==> src/rtl/elevator_pkg.sv <==
// Shared definitions for the elevator floor controller: floor count, the
// "no request" code shown on the requested-floor display, FSM state encoding,
// the status-flag payload and a lowest-pending-floor helper.
package elevator_pkg;

    localparam int unsigned NUM_FLOORS = 4;
    localparam int unsigned FLOOR_W    = 2;
    localparam int unsigned REQ_W      = 3;
    localparam int unsigned STATE_W    = 2;

    localparam logic [REQ_W-1:0] NO_REQ = 3'b111;

    localparam logic [STATE_W-1:0] ST_IDLE    = 2'd0;
    localparam logic [STATE_W-1:0] ST_MOVE_UP = 2'd1;
    localparam logic [STATE_W-1:0] ST_MOVE_DN = 2'd2;
    localparam logic [STATE_W-1:0] ST_DOOR    = 2'd3;

    // One-hot cabin status, all zero when idle.
    typedef struct packed {
        logic moving_up;
        logic moving_dn;
        logic door_open;
    } status_t;

    // Lowest set index of a request mask (0 when the mask is empty).
    function automatic logic [FLOOR_W-1:0] lowest_floor(input logic [NUM_FLOORS-1:0] mask);
        logic [FLOOR_W-1:0] idx;
        idx = '0;
        for (int i = NUM_FLOORS - 1; i >= 0; i--) begin
            if (mask[i]) idx = FLOOR_W'(i);
        end
        return idx;
    endfunction

endpackage

==> src/rtl/elevator_floor_ctrl_tick_counter.sv <==
// Modulo-N cycle timer used for travel, door and display timing.
// Ports: clk, reset (sync, active-high), clear (restart from 0),
//        en (count this cycle), done (last count of the period while enabled).
module tick_counter #(
    parameter int unsigned N = 4
) (
    input  logic clk,
    input  logic reset,
    input  logic clear,
    input  logic en,
    output logic done
);

    localparam int unsigned CW = (N > 1) ? $clog2(N) : 1;
    localparam logic [CW-1:0] LAST = CW'(N - 1);

    logic [CW-1:0] cnt;

    // Count 0..N-1 and wrap; clear has priority over counting.
    always_ff @(posedge clk) begin
        if (reset) begin
            cnt <= '0;
        end else if (clear) begin
            cnt <= '0;
        end else if (en) begin
            cnt <= (cnt == LAST) ? '0 : cnt + CW'(1);
        end
    end

    // A clear in the same cycle suppresses the period end (door restart).
    assign done = en && !clear && (cnt == LAST);

endmodule

==> src/rtl/elevator_floor_ctrl.sv <==
// Four-floor elevator controller. Latches floor calls into a request mask,
// serves the lowest pending floor per idle decision, steps the cabin one floor
// per travel period, holds the door for a door period, and alternates the
// display mux between current and requested floor while a target is active.
// Ports: clk, reset (sync, active-high), btn[3:0] floor calls,
//        cur_floor, req_floor (3'b111 = none), sel (display mux select),
//        moving_up / moving_dn / door_open one-hot status flags.
module elevator_floor_ctrl
    import elevator_pkg::*;
#(
    parameter int unsigned TRAVEL_TICKS = 50_000_000,
    parameter int unsigned DOOR_TICKS   = 100_000_000,
    parameter int unsigned DISP_TICKS   = 25_000_000
) (
    input  logic                  clk,
    input  logic                  reset,
    input  logic [NUM_FLOORS-1:0] btn,
    output logic [FLOOR_W-1:0]    cur_floor,
    output logic [REQ_W-1:0]      req_floor,
    output logic                  sel,
    output logic                  moving_up,
    output logic                  moving_dn,
    output logic                  door_open
);

    logic [STATE_W-1:0]    state, state_nxt;
    logic [FLOOR_W-1:0]    cur_floor_nxt;
    logic [REQ_W-1:0]      req_floor_nxt;
    logic [NUM_FLOORS-1:0] req_mask, req_mask_nxt;
    logic                  sel_nxt;
    status_t               status_nxt;

    logic [NUM_FLOORS-1:0] serve;
    logic [NUM_FLOORS-1:0] block;
    logic [FLOOR_W-1:0]    target;
    logic [FLOOR_W-1:0]    next_target;

    logic travel_en, travel_done;
    logic door_en, door_restart, door_done;
    logic disp_en, disp_load, disp_done;

    assign target       = req_floor[FLOOR_W-1:0];
    assign travel_en    = (state == ST_MOVE_UP) || (state == ST_MOVE_DN);
    assign door_en      = (state == ST_DOOR);
    assign door_restart = door_en && btn[cur_floor];
    assign disp_load    = (state == ST_IDLE) && (req_mask != '0);
    assign disp_en      = (req_floor != NO_REQ);

    tick_counter #(.N(TRAVEL_TICKS)) u_travel (
        .clk   (clk),
        .reset (reset),
        .clear (!travel_en),
        .en    (travel_en),
        .done  (travel_done)
    );

    tick_counter #(.N(DOOR_TICKS)) u_door (
        .clk   (clk),
        .reset (reset),
        .clear (!door_en || door_restart),
        .en    (door_en),
        .done  (door_done)
    );

    tick_counter #(.N(DISP_TICKS)) u_disp (
        .clk   (clk),
        .reset (reset),
        .clear (disp_load || !disp_en),
        .en    (disp_en),
        .done  (disp_done)
    );

    // Next-state, target, floor, mask and display decisions.
    always_comb begin
        state_nxt     = state;
        cur_floor_nxt = cur_floor;
        req_floor_nxt = req_floor;
        sel_nxt       = sel;
        serve         = '0;
        block         = '0;
        next_target   = lowest_floor(req_mask);
        status_nxt    = '0;

        // The floor whose door is open does not re-register its own call.
        if (state == ST_DOOR) block[cur_floor] = 1'b1;

        case (state)
            ST_IDLE: begin
                if (req_mask != '0) begin
                    req_floor_nxt = {1'b0, next_target};
                    if (next_target > cur_floor) begin
                        state_nxt = ST_MOVE_UP;
                    end else if (next_target < cur_floor) begin
                        state_nxt = ST_MOVE_DN;
                    end else begin
                        state_nxt          = ST_DOOR;
                        serve[next_target] = 1'b1;
                    end
                end
            end
            ST_MOVE_UP: begin
                if (travel_done && (cur_floor != FLOOR_W'(NUM_FLOORS - 1))) begin
                    cur_floor_nxt = cur_floor + FLOOR_W'(1);
                    if (cur_floor_nxt == target) begin
                        state_nxt     = ST_DOOR;
                        serve[target] = 1'b1;
                    end
                end
            end
            ST_MOVE_DN: begin
                if (travel_done && (cur_floor != '0)) begin
                    cur_floor_nxt = cur_floor - FLOOR_W'(1);
                    if (cur_floor_nxt == target) begin
                        state_nxt     = ST_DOOR;
                        serve[target] = 1'b1;
                    end
                end
            end
            default: begin
                if (door_done) begin
                    state_nxt     = ST_IDLE;
                    req_floor_nxt = NO_REQ;
                end
            end
        endcase

        // Serving a floor wins over a same-cycle call for that floor.
        req_mask_nxt = (req_mask | (btn & ~block)) & ~serve;

        // Display shows the current floor whenever no target is active.
        if (disp_load || (req_floor_nxt == NO_REQ)) begin
            sel_nxt = 1'b0;
        end else if (disp_done) begin
            sel_nxt = !sel;
        end

        case (state_nxt)
            ST_MOVE_UP: status_nxt.moving_up = 1'b1;
            ST_MOVE_DN: status_nxt.moving_dn = 1'b1;
            ST_DOOR:    status_nxt.door_open = 1'b1;
            default:    status_nxt           = '0;
        endcase
    end

    // State and output registers.
    always_ff @(posedge clk) begin
        if (reset) begin
            state     <= ST_IDLE;
            cur_floor <= '0;
            req_floor <= NO_REQ;
            req_mask  <= '0;
            sel       <= 1'b0;
            moving_up <= 1'b0;
            moving_dn <= 1'b0;
            door_open <= 1'b0;
        end else begin
            state     <= state_nxt;
            cur_floor <= cur_floor_nxt;
            req_floor <= req_floor_nxt;
            req_mask  <= req_mask_nxt;
            sel       <= sel_nxt;
            moving_up <= status_nxt.moving_up;
            moving_dn <= status_nxt.moving_dn;
            door_open <= status_nxt.door_open;
        end
    end

endmodule

==> config.mk <==
export PLATFORM = sky130hd
export DESIGN_NAME = elevator_floor_ctrl
export DESIGN_NICKNAME = d
export VERILOG_FILES = /design/src/rtl/elevator_pkg.sv /design/src/rtl/elevator_floor_ctrl_tick_counter.sv /design/src/rtl/elevator_floor_ctrl.sv
export SDC_FILE = /design/constraint.sdc
export NUM_CORES = 1
export LEC_CHECK = 0
export ABC_AREA = 1
export CORE_MARGIN = 5
export CORE_UTILIZATION = 64
export CTS_CLUSTER_SIZE = 8
export DETAILED_ROUTE_END_ITERATION = 7
export PLACE_DENSITY = 0.84
export SKIP_CTS_REPAIR_TIMING = 1
export SYNTH_ARGS = -nofsm -noshare
export SYNTH_HDL_FRONTEND = slang
export SYNTH_SLANG_ARGS = --single-unit
export TNS_END_PERCENT = 5
==> constraint.sdc <==
create_clock -name clk -period 3.1 [get_ports clk]
set_input_delay 0.465 -clock clk [delete_from_list [all_inputs] [get_ports clk]]
set_output_delay 0.465 -clock clk [all_outputs]
set_load 0.03 [all_outputs]
[Word level (Yosys, flattened, before mapping)]
Cells that the tools add are included.
Storage, ports and cells
  logic and storage cells: 118
  input port bits: 6
  register bits after elaboration: 93
  output and inout bits: 9
Cells by class
  add/subtract/negate cells: 5
  muxes and demuxes: 41
  magnitude comparators: 8
  equal/unequal tests: 16
  bitwise operators: 6
  reduce and logical (&&, ||, !) cells: 31
Operators by type and width (count)
  4-bit 2-to-1 mux: 8
  27-bit by 1-bit adder with 27-bit output, second input constant: 1
  27-bit equality test, second input constant: 1
  27-bit 2-to-1 mux: 1
  26-bit by 1-bit adder with 26-bit output, second input constant: 1
  26-bit equality test, second input constant: 1
  2-bit 2-to-1 mux: 13
  25-bit by 1-bit adder with 25-bit output, second input constant: 1
  25-bit equality test, second input constant: 1
  25-bit 2-to-1 mux: 1
  1-bit logical AND: 12
  4-bit case mux with 3 select lines: 1
  2-bit by 3-bit < comparator with 1-bit output, second input constant: 3
  4-bit AND: 2
  2-bit equality test, second input constant: 4
  1-bit 2-to-1 mux: 8
  4-bit inverter: 2
  2-bit OR reduction: 4
  1-bit demux with 2-bit select: 3
  2-bit by 1-bit >= comparator with 1-bit output, second input constant: 3
  3-bit 2-to-1 mux: 2
  2-bit case mux with 3 select lines: 1
  3-bit case mux with 2 select lines: 1
  1-bit zero test: 5
  20 further kinds: 27

[Longest topological paths before layout]
Gate-level depths: netlist (run 1).
  depth in word-level cells: 14
  gate-level depth with buffers: 16
  depth with buffers taken out: 16

[By module]
Synthesis (run 1) repeated with hierarchy kept, for this count alone.
Unflattened totals
  cells, all modules: 867
  area total of the unflattened synthesis: 5736.8 µm²
By module, submodules not included
  tick_counter (u_door): cells an instance 240, area each 1566.5 µm², instances 1, seq. area each 540.5 µm²
  tick_counter (u_disp): cells an instance 232, area each 1527.7 µm², instances 1, seq. area each 500.5 µm²
  tick_counter (u_travel): cells an instance 222, area each 1476.4 µm², instances 1, seq. area each 520.5 µm²
  elevator_floor_ctrl: cells an instance 173, area each 1166.1 µm², instances 1, seq. area each 300.3 µm²

[Least setup slack after synthesis (run 1)]
Ideal clock, no wire load.
  kind: reg2reg
  from: register cur_floor[0]
  to: register moving_up
  path buffers: 2
  slack: 1.004 ns
  data arrival time: 2.032 ns
  required time: 3.036 ns
  clock period less this slack: 2.096 ns
  stages on the path, launching flop included: 12
  library setup time: 0.064 ns
  cell sequence: dfxtp_1 > buf_4 > inv_2 > ha_1 > clkbuf_1 > xor2_1 > nand2_1 > nor2_1 > nand4_1 > nand2_1 > nand3_1 > nor2_1
On the way
  cells in the longest elaborated chain, start to end: 11
  elaborated cells on any way between the ends: 28
  classes of those cells: add/sub: 2; order compare: 2; eq/ne: 4; mux: 12; reduce/logical: 8
RTL lines
  start, declared: RTL line elevator_floor_ctrl.sv:18  | output logic [FLOOR_W-1:0] cur_floor,
  start signal, assigned: RTL line elevator_floor_ctrl.sv:158  | cur_floor <= cur_floor_nxt;
  1-bit binary-select mux with 2-bit select: RTL line elevator_floor_ctrl.sv:45  | assign door_restart = door_en && btn[cur_floor];
  1-bit 2-to-1 mux (implied by the code): RTL line elevator_floor_ctrl.sv:45
  1-bit logical AND: RTL line elevator_floor_ctrl.sv:45
  1-bit logical OR: RTL line elevator_floor_ctrl.sv:60  | .clear (!door_en || door_restart),
  1-bit zero test: RTL line elevator_floor_ctrl_tick_counter.sv:31  | assign done = en && !clear && (cnt == LAST);
  1-bit logical AND (2 in a row): RTL line elevator_floor_ctrl_tick_counter.sv:31
  2-bit 2-to-1 mux: RTL line elevator_floor_ctrl.sv:120  | if (door_done) begin
  2-bit case mux with 3 select lines *: RTL line elevator_floor_ctrl.sv:87  | case (state)
  2-bit by 1-bit equality test with 1-bit output *: RTL line elevator_floor_ctrl.sv:137  | case (state_nxt)
  1-bit 2-to-1 mux *: RTL line elevator_floor_ctrl.sv:137
  end signal, assigned: RTL line elevator_floor_ctrl.sv:162  | moving_up <= status_nxt.moving_up;
  end, declared: RTL line elevator_floor_ctrl.sv:21  | output logic moving_up,
Mark *: on every way between the ends. The rest lies on a longest branch, timed or not. The select of a mux whose other input is x is not followed.
A chain may end at the register's enable or synchronous reset.

[Worst setup path after layout (run 1)]
  from: register cur_floor[0]
  to: register u_door.cnt[26]
On the way
  cells in the longest elaborated chain, start to end: 5
RTL lines
  1-bit binary-select mux with 2-bit select: RTL line elevator_floor_ctrl.sv:45
  1-bit 2-to-1 mux (implied by the code): RTL line elevator_floor_ctrl.sv:45
  1-bit logical AND: RTL line elevator_floor_ctrl.sv:45
  1-bit logical OR: RTL line elevator_floor_ctrl.sv:60
  2-bit OR reduction (no source line)
  end signal, assigned: RTL line elevator_floor_ctrl_tick_counter.sv:26  | cnt <= (cnt == LAST) ? '0 : cnt + CW'(1);
  end, declared: RTL line elevator_floor_ctrl_tick_counter.sv:17  | logic [CW-1:0] cnt;
Every way passes these cells. The select of a mux whose other input is x is not followed.

==> results of run 1 <==
cells by family after synthesis:
logic type | after synthesis
buffers and inverters | 148
and+or+nand+nor | 460
xor gates and xnor gates | 24
AOI/OAI and AO/OA | 86
adders and majority gates | 14
DFF | 93
synthesized netlist by cell type, types with 7 or more instances:
| cell type | instances |
|---|---|
| nand3_2 | 8 |
| a21oi_1 | 49 |
| o21ai_1 | 10 |
| xor2_1 | 20 |
| clkbuf_1 | 7 |
| ha_1 | 14 |
| o21ai_0 | 16 |
| nor2_2 | 10 |
| nand2_1 | 154 |
| inv_2 | 17 |
| inv_1 | 116 |
| dfxtp_1 | 93 |
| nor2_1 | 109 |
| nor3_1 | 37 |
| nand4_1 | 30 |
| nor4_1 | 8 |
| nand3_1 | 67 |
| nor3_2 | 7 |
metrics by stage:
step           util, %  power (mW)  std cells  instance area, µm²
2_1_floorplan        -        2.43        825                5540
3_3_place_gp      67.1        2.72        936                5760
3_5_place_dp      67.1        2.76        936                5760
4_1_cts           69.7        3.69        952                5990
6_report          69.7        3.69        952                5990
5_1_grt           69.7        3.94        952                5990
worst max path at each step:
stage	from	endpoint	slack, ns	depth (start not counted)
2_1_floorplan	cur_floor[0]$_SDFFE_PP0P_	moving_up$_SDFF_PP0_	1.00	11
6_report	cur_floor[0]$_SDFFE_PP0P_	u_door.cnt[26]$_SDFFE_PP0P_	0.83	8
3_3_place_gp	reset	u_door.cnt[26]$_SDFFE_PP0P_	0.71	6
5_1_grt	cur_floor[0]$_SDFFE_PP0P_	u_door.cnt[26]$_SDFFE_PP0P_	0.61	8
4_1_cts	cur_floor[0]$_SDFFE_PP0P_	u_door.cnt[26]$_SDFFE_PP0P_	0.82	8
3_5_place_dp	reset	u_door.cnt[26]$_SDFFE_PP0P_	0.62	6
worst register-to-register path: stages, from the launching register on:
cell	delay [ns]
dfxtp_1	0.62
inv_2	0.17
nor2_1	0.13
nor2_1	0.07
nor3_2	0.22
nand2_1	0.35
nor2_4	0.30
inv_2	0.15
nor3_2	0.20
flip-flops by register name, indices dropped and copies added, names as in the netlist:
name	count
cur_floor	2
door_open	1
moving_dn	1
moving_up	1
req_floor	3
req_mask	4
sel	1
state	2
u_disp.cnt	25
u_door.cnt	27
u_travel.cnt	26
final cells by class:
cell class                      count  area (µm²)  area share (%)
Multi-Input combinational cell    584        3100            51.8
Sequential cell                    93        1860            31.1
Timing Repair Buffer               16         155            2.59
Inverter                          135         507            8.46
Tap cell                          108         135            2.26
Clock inverter                      7         105            1.75
Clock buffer                        9         124            2.07
layout by cell type, fill, tap and decap left out, drive strengths merged, types with 6 or more instances in the layout:
| master | n |
|---|---|
| nor3b | 6 |
| nand2 | 160 |
| nand4 | 31 |
| nor4 | 9 |
| a21oi | 51 |
| nor2 | 125 |
| nor3 | 47 |
| xor2 | 20 |
| inv | 136 |
| dfxtp | 93 |
| clkdlybuf4s50 | 14 |
| o21ai | 28 |
| ha | 14 |
| clkbuf | 9 |
| nand3 | 76 |
power breakdown:
part           total [mW]  switching [mW]  internal [mW]
logic                1.35           0.914          0.438
clock network       0.936           0.468          0.469
registers            1.40           0.116           1.29
total                3.69            1.50           2.19
metal layers:
metal	wire length (µm)	part of all wire [%]	track usage, %
met5	0	0	0
met2	5890	47	40.8
met4	224	1.8	7.67
met3	657	5.2	5.21
met1	5790	46	32.5
==> qor.txt, run 1 <==
Setup Skew: 0.0135 ns
synth top area cells: dfxtp_1 (34%), nand2_1 (10%), inv_1 (7.9%), nor2_1 (7.4%), nand3_1 (6.1%)
Rel. slew slack: 60.9%
final worst setup slack: 0.825 ns
mean routed wirelength per cell: 13.2 µm
Fillers: 725
YS warnings: 0
Post-DRT Antenna Nets: 0
antenna violations before repair: 0
Die Y: 103 µm
Nets: 859
Initial Util: 64.4%
Placement Setup Slack: 0.620 ns
setup tns final: 0 ns
Final Hold Viols: 0
RSZ-0062 raised after global routing: no
CTS Buffer Depth: 2
CP Class: register to register
largest net degree at the start of global routing: 21
Worst VDD drop: 373 µV
hold_ws: 0.456 ns
number of max-cap violations: 0
post-DP HPWL: 9400 µm
mapped cell area: 0.00554 mm²
ANT cells: 0
total global-route track usage: 24.7%
hold depth: 1
Critical Path AT: 2.57 ns
final setup fails: 0
Async S/R FF share, synth: 0%
vias: 5337
DRT Pass-1 Iters: 5
buffers added on ports: 14
hold_sp: u_travel.cnt[0]$_SDFF_PP0_
# DRC: 0
root buf cell: clkbuf_8
Slowest cell on crit path: dfxtp_1
PwrDens: 616 mW/mm²
Post-Synth Adder-Cell Area: 3.16%
Synth area leader: dfxtp_1
CORE AREA: 0.00859 mm²
Tmin final: 2.27 ns
Post-Synth XOR/XNOR Area: 3.80%
CTS tree: yes
Yosys reg bits: 93
CP cell instances: inv_2 -> nor2_1 -> nor2_1 -> nor3_2 -> nand2_1 -> nor2_4 -> inv_2 -> nor3_2
Tcrit/Tclk final: 73.4%
RePlAce Congestion: 0.954
die footprint: 0.0106 mm²
outcome: finished clean
layout cells sized above 1: 10.2%
r2r worst-path depth: 8
Syn Inst Count: 825
HP Class: register to register
number of global-route vias before repair: 5006
crit path launch type: register
Max H-tree Level: 3
CP peak stage delay: 0.62 ns
Syn-to-layout area delta: 8.23%
WP data required: 3.39 ns
critical path's top delay family: simple AND/OR/NAND/NOR gates
post-synthesis sequential area ratio: 33.6%
CP Capture Type: register
Skew-Pair Late Insertion Delay: 0.37 ns
Buf+Inv Stages, Crit Path: 2
TritonCTS Sinks: 93
RR Endpoint: u_door.cnt[26]$_SDFFE_PP0P_
Num CTS Buffers: 9
Ports: 15
Worst R2R Start: cur_floor[0]$_SDFFE_PP0P_
Worst Tran Pin Value: 0.582 ns
WL final: 12600 µm
EDFF count, synth: 0
simple-gate share of the synthesized area: 40.6%
FF-to-FF setup slack: 0.83 ns
DRT iter0 DRCs: 332
clock-pin transition on the worst setup and hold timing paths: 0.10 ns
vias per std cell: 5.61
Leak: 2.28 nW
Cell variety after synth: 44
Final Max Slew Viols: 0
row count: 34
syn_nets: 845
CP Max Fanout: 12
f_max: 440 MHz
Hold Path End: u_travel.cnt[0]$_SDFF_PP0_
Chip Width: 103 µm
syn_area_per_cell: 6.71 µm²
global route overflow: 0
combinational family with the most area after synthesis: simple AND/OR/NAND/NOR gates
first-pass GRT wire length: 21500 µm
post-synthesis compound-gate area fraction: 8.48%
post-synthesis mux area share: 0%
Post-synth top flop: dfxtp_1
post-synth top area share: 33.6%
(Power assumes the default switching activity.)
==> run 2: changes to the inputs <==
Settings changed: CORE_UTILIZATION 64 to 56, PLACE_DENSITY 0.84 to 0.78.
Clock period 3.1 ns to 2.02 ns, I/O delays scaled along.
==> qor.txt, run 2 (synthesis gave the netlist of run 1 again) <==
outcome: finished clean
Chip Width: 109 µm
Worst VDD drop: 866 µV
placed cells: 974
Num CTS Buffers: 9
Setup Skew: 0.00752 ns
DRT Pass-1 Iters: 8
Worst R2R Start: req_mask[1]$_SDFF_PP0_
Ports: 15
setup tns final: 0 ns
ANT cells: 0
TritonCTS Sinks: 93
RSZ-0062 raised after global routing: yes
RePlAce Congestion: 0.968
Final Max Slew Viols: 0
top flop regs: u_door.cnt (27), u_travel.cnt (26), u_disp.cnt (25)
first-pass GRT wire length: 22000 µm
largest net degree at the start of global routing: 21
most flop-heavy register: u_door.cnt
die footprint: 0.0120 mm²
Max H-tree Level: 3
number of max-cap violations: 0
row count: 36
f_max: 510 MHz
met3 wire len: 713 µm
Nets: 873
CP Class: register to register
Worst Tran Pin Value: 0.422 ns
Critical Path AT: 2.23 ns
uppermost layer routed: met4
vias: 5373
Final Hold Viols: 0
RR Endpoint: req_mask[3]$_SDFF_PP0_
max reg flops: 27
worst setup path endpoint: req_mask[3]$_SDFF_PP0_
CTS tree: yes
number of global-route vias before repair: 5082
vias per std cell: 5.42
CP Max Fanout: 3
commonest cells after routing, fill and taps aside: nand2_1 (153), inv_1 (113), nor2_1 (104)
Post-DRT Antenna Nets: 0
DRT iter0 DRCs: 303
Non-Filler Instances: 991
wire length on met1: 5600 µm
Initial Util: 56.9%
final setup fails: 0
CORE AREA: 0.00973 mm²
Die Y: 109 µm
buffers added on ports: 14
layout cells sized above 1: 13.9%
worst setup path start: req_mask[1]$_SDFF_PP0_
antenna violations before repair: 0
HP Class: register to register
Leak: 2.36 nW
most common cell after layout, fill and taps aside: nand2_1
WL final: 12800 µm
multi-input logic area: 0.00316 mm²
Tmin final: 1.96 ns
Rel. slew slack: 71.6%
crit path launch type: register
PwrDens: 937 mW/mm²
Fillers: 914
# DRC: 0
CTS Buffer Depth: 2
mean routed wirelength per cell: 13.0 µm
fin util: 63.5%
global route overflow: 0
Skew-Pair Late Insertion Delay: 0.38 ns
FF-to-FF setup slack: 0.06 ns
root buf cell: clkbuf_8
WP data required: 2.29 ns
r2r worst-path depth: 14
Syn-to-layout area delta: 11.6%
Tcrit/Tclk final: 97.0%
FF/Latch Area: 0.00187 mm²
routed wl met2: 6250 µm
CP Capture Type: register
clock-pin transition on the worst setup and hold timing paths: 0.09 ns
total global-route track usage: 22.7%
post-DP HPWL: 9830 µm
## run 2: per-stage QoR
step                      hold WS (ns)  setup slack [ns]  cell area (µm²)  total power, mW
final                            0.454            0.0598             6180             5.79
after global placement           0.428             0.123             5890             4.29
after CTS                        0.459           -0.0288             6110             5.71
after detailed placement         0.440            0.0423             5890             4.36
after floorplan                  0.418            0.0586             5540             3.72
after global routing             0.477           -0.0310             6180             6.17
## run 2: power by group
part	total, mW	switching, mW	leakage (nW)	internal [mW]
Sequential	2.14	0.159	0.754	1.98
Clock	1.35	0.699	0.111	0.653
Combinational	2.30	1.51	1.50	0.787
## run 2: worst max-delay path: stages (launching register included)
cell,delay [ns]
dfxtp_1,0.31
inv_1,0.10
nand2_2,0.10
nor2_2,0.12
ha_1,0.26
inv_1,0.09
nor2_2,0.05
nor2_2,0.15
inv_1,0.08
nand2_1,0.06
nand2_1,0.09
nor3_2,0.15
nand2_1,0.08
nand3_1,0.13
a21oi_1,0.09
## run 2: worst min path at each step
stage	from	end	slack [ns]	cells after the start
finish	u_travel.cnt[0]$_SDFF_PP0_	u_travel.cnt[0]$_SDFF_PP0_	0.45	1
global route	u_travel.cnt[0]$_SDFF_PP0_	u_travel.cnt[0]$_SDFF_PP0_	0.48	1
CTS	u_travel.cnt[0]$_SDFF_PP0_	u_travel.cnt[0]$_SDFF_PP0_	0.46	1
detailed placement	u_travel.cnt[0]$_SDFF_PP0_	u_travel.cnt[0]$_SDFF_PP0_	0.44	1
global placement	u_travel.cnt[0]$_SDFF_PP0_	u_travel.cnt[0]$_SDFF_PP0_	0.43	1
floorplan	u_travel.cnt[0]$_SDFF_PP0_	u_travel.cnt[0]$_SDFF_PP0_	0.42	1
## run 2: final cells by class
type | count | area share [%]
multi-input cells | 584 | 51.1
clock buffers | 11 | 2.45
clock inverters | 5 | 1.05
repair buffers | 30 | 4.25
well taps | 133 | 2.69
flip-flops and latches | 93 | 30.2
inverters | 135 | 8.20
## run 2: per-layer routing
layer | vias up | track usage, %
met1 | 2456 | 27.1
met4 | 0 | 8.10
met2 | 158 | 39.4
met3 | 31 | 5.81
met5 | - | 0
li1 | 2728 | -
